===== src/rtl/glyph_plotter_pkg.sv =====
// rtl/glyph_plotter_pkg.sv - shared glyph geometry, screen defaults and CHAR_BITES width
`ifndef CHAR_BITES
`define CHAR_BITES 7
`endif

package glyph_plotter_pkg;

  localparam int GLYPH_W      = 8;
  localparam int GLYPH_H      = 16;
  localparam int GLYPH_BITS   = GLYPH_W * GLYPH_H;
  localparam int SCREEN_W_DEF = 320;
  localparam int SCREEN_H_DEF = 240;

  localparam int COL_W = $clog2(GLYPH_W);
  localparam int ROW_W = $clog2(GLYPH_H);
  localparam int IDX_W = $clog2(GLYPH_BITS);

  // Row-major bitmap index with row 0 / col 0 at the MSB:
  // GLYPH_BITS-1 - (row*GLYPH_W + col), which for a power-of-two glyph is ~{row, col}.
  function automatic logic [IDX_W-1:0] bit_index(input logic [ROW_W-1:0] row,
                                                 input logic [COL_W-1:0] col);
    return ~{row, col};
  endfunction

endpackage


===== src/rtl/glyph_cursor.sv =====
// rtl/glyph_cursor.sv - glyph row/col walker giving the next pixel to present and a last-pixel flag
module glyph_cursor
  import glyph_plotter_pkg::*;
(
  input  logic             clk,
  input  logic             resetn,
  input  logic             start,
  input  logic             advance,
  output logic [ROW_W-1:0] nxt_row,
  output logic [COL_W-1:0] nxt_col,
  output logic [IDX_W-1:0] nxt_idx,
  output logic             last
);

  logic [ROW_W-1:0] row;
  logic [COL_W-1:0] col;
  logic             end_of_row;

  assign end_of_row = (col == COL_W'(GLYPH_W - 1));
  assign last       = end_of_row && (row == ROW_W'(GLYPH_H - 1));

  // During start the next pixel is the origin; otherwise it is the successor
  // of the current one (the last pixel wraps back to the origin).
  assign nxt_col = start ? '0 : col + 1'b1;
  assign nxt_row = start ? '0 : (end_of_row ? row + 1'b1 : row);
  assign nxt_idx = bit_index(nxt_row, nxt_col);

  // Current pixel position: set to the origin on start, stepped on each retire.
  always_ff @(posedge clk or negedge resetn) begin
    if (!resetn) begin
      row <= '0;
      col <= '0;
    end else if (start || advance) begin
      row <= nxt_row;
      col <= nxt_col;
    end
  end

endmodule


===== src/rtl/glyph_plotter.sv =====
// rtl/glyph_plotter.sv - text-layer glyph drawing engine; optional TRANSPARENT_BG_EN skips 0 bits
module glyph_plotter
  import glyph_plotter_pkg::*;
#(
  parameter int SCREEN_W = SCREEN_W_DEF,
  parameter int SCREEN_H = SCREEN_H_DEF,
  parameter int X_W      = 9,
  parameter int Y_W      = 8,
  parameter int COLOR_W  = 3
) (
  input  logic                   clk,
  input  logic                   resetn,
  input  logic                   req_valid,
  output logic                   req_ready,
  input  logic [`CHAR_BITES-1:0] req_char,
  input  logic [X_W-1:0]         req_x,
  input  logic [Y_W-1:0]         req_y,
  input  logic [COLOR_W-1:0]     req_fg,
  input  logic [COLOR_W-1:0]     req_bg,
  output logic [`CHAR_BITES-1:0] dec_char,
  input  logic [GLYPH_BITS-1:0]  dec_pixels,
  output logic                   plot,
  input  logic                   plot_ready,
  output logic [X_W-1:0]         plot_x,
  output logic [Y_W-1:0]         plot_y,
  output logic [COLOR_W-1:0]     plot_colour,
  output logic                   busy,
  output logic                   done
);

  localparam logic [1:0] S_IDLE = 2'd0;
  localparam logic [1:0] S_LOAD = 2'd1;
  localparam logic [1:0] S_DRAW = 2'd2;
  localparam logic [1:0] S_DONE = 2'd3;

  localparam logic [`CHAR_BITES-1:0] SPACE_CHAR = {{(`CHAR_BITES-6){1'b0}}, 6'h20};
  localparam logic [X_W:0]           X_LIM      = (X_W+1)'(SCREEN_W);
  localparam logic [Y_W:0]           Y_LIM      = (Y_W+1)'(SCREEN_H);

  logic [1:0]            state;
  logic [X_W-1:0]        x0;
  logic [Y_W-1:0]        y0;
  logic [COLOR_W-1:0]    fg;
  logic [COLOR_W-1:0]    bg;
  logic [GLYPH_BITS-1:0] bitmap;

  logic                  load;
  logic                  retire;
  logic                  last;
  logic [ROW_W-1:0]      nxt_row;
  logic [COL_W-1:0]      nxt_col;
  logic [IDX_W-1:0]      nxt_idx;
  logic [GLYPH_BITS-1:0] src;
  logic                  pix_bit;
  logic [X_W:0]          sum_x;
  logic [Y_W:0]          sum_y;
  logic                  on_screen;
  logic                  draw_px;

  assign req_ready = (state == S_IDLE);
  assign busy      = (state != S_IDLE);
  assign load      = (state == S_LOAD);
  // A pixel retires once accepted, or immediately when it is not being plotted.
  assign retire    = (state == S_DRAW) && (!plot || plot_ready);

  glyph_cursor u_cursor (
    .clk     (clk),
    .resetn  (resetn),
    .start   (load),
    .advance (retire),
    .nxt_row (nxt_row),
    .nxt_col (nxt_col),
    .nxt_idx (nxt_idx),
    .last    (last)
  );

  // The first pixel is prepared in LOAD, before the bitmap register has been
  // written, so it is taken straight from the decoder.
  assign src     = load ? dec_pixels : bitmap;
  assign pix_bit = src[nxt_idx];

  // Extra MSB keeps right/bottom overflow from wrapping back onto the screen.
  assign sum_x     = {1'b0, x0} + {{(X_W+1-COL_W){1'b0}}, nxt_col};
  assign sum_y     = {1'b0, y0} + {{(Y_W+1-ROW_W){1'b0}}, nxt_row};
  assign on_screen = (sum_x < X_LIM) && (sum_y < Y_LIM);

`ifdef TRANSPARENT_BG_EN
  assign draw_px = on_screen && pix_bit;
`else
  assign draw_px = on_screen;
`endif

  // Control FSM plus request latch and bitmap capture.
  always_ff @(posedge clk or negedge resetn) begin
    if (!resetn) begin
      state    <= S_IDLE;
      dec_char <= SPACE_CHAR;
      x0       <= '0;
      y0       <= '0;
      fg       <= '0;
      bg       <= '0;
      bitmap   <= '0;
    end else begin
      case (state)
        S_IDLE: begin
          if (req_valid) begin
            state    <= S_LOAD;
            dec_char <= req_char;
            x0       <= req_x;
            y0       <= req_y;
            fg       <= req_fg;
            bg       <= req_bg;
          end
        end
        S_LOAD: begin
          bitmap <= dec_pixels;
          state  <= S_DRAW;
        end
        S_DRAW: begin
          if (retire && last) state <= S_DONE;
        end
        default: state <= S_IDLE;
      endcase
    end
  end

  // Registered write port: loaded for the next pixel whenever the current one
  // retires, held untouched while a write is stalled.
  always_ff @(posedge clk or negedge resetn) begin
    if (!resetn) begin
      plot        <= 1'b0;
      plot_x      <= '0;
      plot_y      <= '0;
      plot_colour <= '0;
      done        <= 1'b0;
    end else begin
      done <= retire && last;
      if (load || (retire && !last)) begin
        plot        <= draw_px;
        plot_x      <= sum_x[X_W-1:0];
        plot_y      <= sum_y[Y_W-1:0];
        plot_colour <= pix_bit ? fg : bg;
      end else if (retire) begin
        plot <= 1'b0;
      end
    end
  end

endmodule


===== config.mk =====
export PLATFORM = sky130hd
export DESIGN_NAME = glyph_plotter
export DESIGN_NICKNAME = d
export VERILOG_FILES = /design/src/rtl/glyph_plotter_pkg.sv /design/src/rtl/glyph_cursor.sv /design/src/rtl/glyph_plotter.sv
export SDC_FILE = /design/constraint.sdc
export NUM_CORES = 1
export LEC_CHECK = 0
export ABC_AREA = 1
export CORE_ASPECT_RATIO = 1.2
export CORE_MARGIN = 1.5
export CORE_UTILIZATION = 40
export CTS_CLUSTER_DIAMETER = 150
export CTS_CLUSTER_SIZE = 20
export DETAILED_ROUTE_END_ITERATION = 10
export PLACE_DENSITY = 0.65
export SETUP_SLACK_MARGIN = 0.3
export SYNTH_ARGS = -nofsm -noshare
export SYNTH_HDL_FRONTEND = slang
export SYNTH_SLANG_ARGS = --single-unit

===== constraint.sdc =====
create_clock -name clk -period 3.5 [get_ports clk]
set_input_delay 0.7 -clock clk [delete_from_list [all_inputs] [get_ports clk]]
set_output_delay 0.7 -clock clk [all_outputs]
set_load 0.1 [all_outputs]

==> results.md, run 1 <==
- DR vias/cell: 4.87
- TritonCTS buffer count: 17
- # H-tree levels: 4
- Std-Cell Rows: 60
- Cells after Synth: 1,157
- Die height: 168 µm
- Vias: 7,885
- # hold bufs at CTS: 0
- Status: complete, no violations
- RSZ-0062 raised after global routing: false
- DRC Markers: 0
- FMAX: 346 MHz
- Root Buffer: clkbuf_16
- R2R depth: 18
- Register area share after synthesis: 0.521
- First-pass GRT wire length: 41.4 mm
- Worst Max-Slew Pin Slew: 1010 ps
- Synth Cell Area: 9090 µm²
- Fin. Hold Viols: 0
- Fin worst setup slack: 608 ps
- Clock sinks: 189
- Post-synth cell types: 32
- Initial antenna violation count: 3
- Core Region: 22,400 µm²
- YS warnings: 0
- Worst setup SP type: register
- Worst Setup End Kind: register
- Clock buffer depth: 2
- Fillers: 2,133
- DRT Pass-1 Iters: 4
- Vias in the first global route: 7,947
- Total Routing Usage GR: 0.222
- Slew HR: 0.326
- # setup viols final: 0
- Reg2Reg Setup Slack: 610 ps
- Leakage power total: 5.85 nW
- Port Buffers: 192
- Avg Cell Area, Syn: 7.85 µm²
- I/O Pins: 193
- Syn_nets: 1,333
- Crit path time final: 2890 ps
- Full die area: 23,600 µm²
- Area Overhead vs Synth: 30.4%
- ANT nets after route: 0
- Layout cell share with drive strength beyond 1: 0.0687
- Worst Path Arrival: 3210 ps
- Post-route setup TNS: 0 ps
- Worst-path clk slew: 70 ps
- Die X: 141 µm
- Class of the tightest hold or removal check: input pin to async pin
- Max-slew violations: 0
- Pwr Density: 1080 nW/µm²
- Clock Skews: 9.13 ps
- WL per Instance: 15.8 µm
- Max FO, Critical Path: 9
- Worst hold slack: 315 ps
- CTS tree: done
- RePlAce Congestion: 0.864
- Critical path type: register to register
- Worst slack, placed: 507 ps
- Max-cap violations: 0
- Grt ovf: 0
- VDD IR max: 732 µV
- Worst r2r src: u_cursor.col[0]$_DFFE_PN0P_
- #FFs+latches synth: 189
- Nets: 1,503
- Largest net degree at the start of global routing: 87
- Crit Reg-Reg Endpoint: plot$_DFFE_PN0P_
- 1st-iter DRT viols: 405
- Post-detail-place hpwl: 17.6 mm
- CP required: 3820 ps
- Routed WL: 25.6 mm
- Final period util: 0.826
- Worst-Skew Late Latency: 430 ps
- Initial core utilization: 0.406
final cells by class:
class	count	area, µm²	area share
flip-flops and latches	189	4730	0.400
multi-input cells	848	3810	0.322
repair buffers	209	2080	0.175
clock buffers	22	474	0.0400
well taps	279	349	0.0295
inverters	62	240	0.0203
clock inverters	9	159	0.0134
diodes	1	2.50	0.000211
how the worst max path moves through the flow:
stage	start	endpoint	slack, ps	cells after the start
CTS	u_cursor.col[0]$_DFFE_PN0P_	plot$_DFFE_PN0P_	450	18
global placement	u_cursor.col[0]$_DFFE_PN0P_	plot$_DFFE_PN0P_	560	18
global route	u_cursor.col[0]$_DFFE_PN0P_	plot$_DFFE_PN0P_	350	18
detailed placement	u_cursor.col[0]$_DFFE_PN0P_	plot$_DFFE_PN0P_	510	18
floorplan	state[0]$_DFFE_PN0P_	state[1]$_DFFE_PN0P_	740	6
finish	u_cursor.col[0]$_DFFE_PN0P_	plot$_DFFE_PN0P_	610	18
worst max-delay path, cell delays in order (launching register included):
cell and delay [ps]:
dfrtp_2 470, ha_1 220, ha_1 240, nand2_1 100
inv_1 50, nor2_1 110, nand2_2 120, inv_4 140
ha_1 190, inv_1 60, fa_1 360, inv_1 100
nand2_1 70, nand3_1 100, nand3_1 140, nor2_1 110
nand2_1 50, o211ai_1 80, nand2_1 60
state kept, by name, indices dropped and copies added (netlist names):
signal and flops:
fg 3, plot_colour 3, y0 8, u_cursor.row 4, dec_char 7, plot_x 9
plot 1, x0 9, u_cursor.col 3, bitmap 128, bg 3, state 2
done 1, plot_y 8
per-layer routing:
metal | routed length (µm) | GRT usage | up-vias
li1 | - | - | 3974
met1 | 11400 | 0.285 | 3672
met2 | 12100 | 0.369 | 207
met3 | 1580 | 0.0592 | 32
met4 | 505 | 0.0679 | 0
met5 | 0 | 0 | -
cell families (layout without fill, tap and decap cells):
kind of cell             after synthesis  after routing  synth area share
XOR/XNOR                               6              6           0.00578
flip-flops                           189            189             0.521
multiplexers                          14             14            0.0174
buffers and inverters                120            302            0.0616
AND/OR/NAND/NOR                      684            684             0.301
other                                  0              1                 0
AO/OA/AOI/OAI                        130            130            0.0728
adder cells (fa/ha/maj)               14             14            0.0209
power breakdown:
part | switching (mW) | total (mW) | internal (mW) | leakage [nW]
logic | 4.87 | 6.98 | 2.10 | 3.27
registers | 0.476 | 3.74 | 3.27 | 2.29
clock network | 0.835 | 2.09 | 1.25 | 0.295
total | 6.19 | 12.8 | 6.62 | 5.85
stage by stage:
stage | power [mW] | cells | cell area, µm² | utilization
6_report | 12.8 | 1619 | 11800 | 0.529
5_1_grt | 13.8 | 1619 | 11800 | 0.529
4_1_cts | 12.9 | 1616 | 11800 | 0.528
3_5_place_dp | 10.8 | 1585 | 11200 | 0.500
3_3_place_gp | 10.7 | 1585 | 11200 | 0.500
2_1_floorplan | 8.86 | 1157 | 9090 | -
cell usage after synthesis:
cell type,count,area share
a21o_1,1,0.00083
a21oi_1,77,0.042
buf_1,2,0.00083
buf_2,26,0.014
buf_4,6,0.0050
buf_6,5,0.0062
buf_8,1,0.0017
clkbuf_1,18,0.0074
dfrtp_1,188,0.52
dfstp_2,1,0.0029
fa_1,2,0.0044
ha_1,12,0.017
inv_1,57,0.024
inv_2,4,0.0017
inv_6,1,0.00096
mux2_2,14,0.017
nand2_1,547,0.23
nand2_2,2,0.0014
nand3_1,85,0.047
nand3_2,3,0.0033
nand4_1,2,0.0014
nor2_1,38,0.016
nor2_2,4,0.0028
nor2_4,2,0.0025
nor3_2,1,0.0011
o211ai_1,1,0.00083
o21ai_0,44,0.024
o21ai_1,5,0.0028
o21ai_2,1,0.00096
o31ai_1,1,0.00083
xnor2_1,2,0.0019
xor2_1,4,0.0039
what timing repair did:
| item | in CTS | in global routing |
|---|---|---|
| gates resized for setup | 0 | 2 |
| buffers inserted | 0 | 2 |
| setup endpoints to repair | 0 | 3 |
layout by cell type, fill, tap and decap left out:
master	instances
a21o_1	1
a21oi_1	77
buf_12	4
buf_4	23
bufinv_16	4
clkbuf_1	2
clkbuf_16	17
clkbuf_8	4
clkdlybuf4s50_1	181
clkinvlp_4	4
dfrtp_1	187
dfrtp_2	1
dfstp_2	1
diode_2	1
fa_1	2
ha_1	11
ha_4	1
inv_1	57
inv_2	3
inv_4	1
inv_6	2
mux2_2	14
nand2_1	547
nand2_2	2
nand3_1	85
nand3_2	3
nand4_1	2
nor2_1	38
nor2_2	4
nor2_4	2
nor3_2	1
o211ai_1	1
o21ai_0	44
o21ai_1	5
o21ai_2	1
o31ai_1	1
xnor2_1	2
xor2_1	4
(Power assumes the default switching activity.)
==> run 2, diff against run 1 <==
--- a/config.mk
+++ b/config.mk
@@ -12,7 +12,7 @@
 export CTS_CLUSTER_DIAMETER = 150
 export CTS_CLUSTER_SIZE = 20
 export DETAILED_ROUTE_END_ITERATION = 10
-export PLACE_DENSITY = 0.65
+export PLACE_DENSITY = 0.68
 export SETUP_SLACK_MARGIN = 0.3
 export SYNTH_ARGS = -nofsm -noshare
 export SYNTH_HDL_FRONTEND = slang
==> constraint.sdc (replaced) <==
create_clock -name clk -period 2.4 [get_ports clk]
set_input_delay 0.48 -clock clk [delete_from_list [all_inputs] [get_ports clk]]
set_output_delay 0.48 -clock clk [all_outputs]
set_load 0.1 [all_outputs]
==> run 2 against run 1 <==
  * First-iteration DRC count increased by 47%
  * Count of clock-buffer cells in the layout decreased by 5
  * Clock skew about the same
  * Critical endpoint is now plot_x[3]$_DFFE_PN0P_
==> results.md, run 2 (same netlist as run 1, synthesis figures left out) <==
- Sw Share: 0.478
- Ant. Diodes: 0
- CP required: 2730 ps
- Status: complete, no violations
- VDD IR max: 1530 µV
- Max reg flops: 128
- TritonCTS buffer count: 17
- I/O Pins: 193
- Max FO, Critical Path: 3
- CTS tree: done
- Crit path time final: 2390 ps
- Clock Skews: 9.03 ps
- Worst Max-Slew Pin Slew: 446 ps
- Nets: 1,580
- Worst Setup End Kind: register
- Class of the tightest hold or removal check: register to register
- Clk pwr share: 0.126
- Full die area: 23,600 µm²
- Top Registers: bitmap (128), plot_x (9), x0 (9)
- Vias in the first global route: 8,526
- CP cell instances: ha_4, ha_4, inv_2, nor2_4, ha_4, a21oi_4, nand2_2, buf_6, buf_4, buf_4, buf_4, buf_4, nor2_2, o21ai_1
- Worst-path clk slew: 70 ps
- Commonest non-fill, non-tap cell in the layout: nand2_1
- Root Buffer: clkbuf_16
- FMAX: 418 MHz
- P_sw: 10.5 mW
- Core Region: 22,400 µm²
- # setup viols final: 0
- Post-detail-place hpwl: 18.2 mm
- WL per Instance: 16.5 µm
- Pwr Density: 1650 nW/µm²
- Max-slew violations: 0
- Fin. Hold Viols: 0
- Most frequent CP cell: buf_4
- Power Internal: 11.5 mW
- # H-tree levels: 4
- Fin worst setup slack: 5.72 ps
- Worst Path Arrival: 2720 ps
- 1st-iter DRT viols: 597
- DR vias/cell: 5.05
- Final Non-Filler Cells: 1,696
- RePlAce Congestion: 0.815
- Post-route cell area: 13,400 µm²
- Leakage power total: 6.54 nW
- Routed WL: 28.0 mm
- Max-cap violations: 0
- Grt ovf: 0
- Top reg by flops: bitmap
- Slowest-stage cell, CP: dfrtp_1
- Fin util: 0.597
- Total Routing Usage GR: 0.236
- Largest net degree at the start of global routing: 56
- Layout cell share with drive strength beyond 1: 0.205
- Die height: 168 µm
- ANT nets after route: 0
- Vias: 8,560
- Area post-placement: 11,500 µm²
- Critical Path Max Stage Delay: 420 ps
- First-pass GRT wire length: 43.8 mm
- DRC Markers: 0
- Final period util: 0.998
- Critical path type: register to register
- Logic pwr share: 0.623
- Area Overhead vs Synth: 47.0%
- Clock sinks: 189
- Initial antenna violation count: 0
- Slew HR: 0.699
- Std-Cell Rows: 60
- Worst setup SP type: register
- Post-Place Cells: 1,608
- Sequential power share: 0.251
- Port Buffers: 192
- Worst-Skew Late Latency: 440 ps
- Worst slack, placed: 13.3 ps
- DRT Pass-1 Iters: 5
- Clock buffer depth: 2
- RSZ-0062 raised after global routing: true
- Initial core utilization: 0.406
- Die X: 141 µm
- Commonest cells after routing, fill and taps aside: nand2_1 (521), dfrtp_1 (187), clkdlybuf4s50_1 (160)
- Worst hold slack: 469 ps
-- run 2: cell types whose count changed in the layout (fill, tap and decap cells not counted), moves of 13 or more --
cell / delta
nand2_1: -26
buf_12: +13
nand3_2: +34
clkdlybuf4s50_1: -21
buf_4: +52
nand2_2: +24
nand3_1: -37
-- run 2: per-stage QoR --
| stage | setup TNS [ps] | total power, mW |
|---|---|---|
| floorplan | -30.9 | 13.2 |
| global placement | 0 | 16.1 |
| detailed placement | 0 | 16.3 |
| CTS | 0 | 20.5 |
| global route | -250 | 23.5 |
| finish | 0 | 22.0 |
-- run 2: worst max-delay path: cells and delay by family, from the launching register on --
| family | cells | cell delay, ps |
|---|---|---|
| compound gates | 2 | 200 |
| buf+inv | 6 | 670 |
| flops | 1 | 420 |
| fa+ha+maj | 3 | 670 |
| simple gates | 3 | 310 |
-- run 2: layout make-up --
class	instances	area [µm²]
Sequential cell	189	4730
Multi-Input combinational cell	848	4310
Clock inverter	15	138
Timing Repair inverter	2	13.8
Fill cell	1929	9010
Clock buffer	17	425
Tap cell	279	349
Inverter	62	268
Timing Repair Buffer	284	3130
-- run 2: power groups by stage --
stage	Combinational [mW]	Sequential, mW	Clock (mW)
2_1_floorplan	6.06	7.10	0
3_3_place_gp	10.6	5.49	0
3_5_place_dp	10.8	5.54	0
4_1_cts	12.2	5.49	2.81
5_1_grt	14.9	5.69	2.93
6_report	13.7	5.52	2.77
-- run 2: what timing repair did --
action                                 4_1_cts  5_1_grt
gates cloned                                 9        4
pin swaps                                   43       54
setup endpoints to repair                   17       23
gates resized for setup                     63       84
setup buffers                               21       21
endpoints found under the hold margin       41        0
hold buffers                                 1        0
-- run 2: per-layer routing --
layer,routed length [µm],up-vias,GRT usage
li1,-,4143,-
met1,11900,4095,0.307
met2,13700,276,0.395
met3,1690,46,0.0398
met4,733,0,0.0901
met5,0,-,0
-- run 2: worst paths after layout --
check	from	to	slack (ps)	cells after the start
min in group asynchronous	resetn	bitmap[121]$_DFF_PN0_	540	2
min	bitmap[59]$_DFF_PN0_	bitmap[59]$_DFF_PN0_	470	2
max in group asynchronous	resetn	bitmap[17]$_DFF_PN0_	1170	3
max	u_cursor.col[1]$_DFFE_PN0P_	plot_x[3]$_DFFE_PN0P_	6	14
max reg2reg	u_cursor.col[1]$_DFFE_PN0P_	plot_x[3]$_DFFE_PN0P_	6	14
min reg2reg	bitmap[59]$_DFF_PN0_	bitmap[59]$_DFF_PN0_	470	2
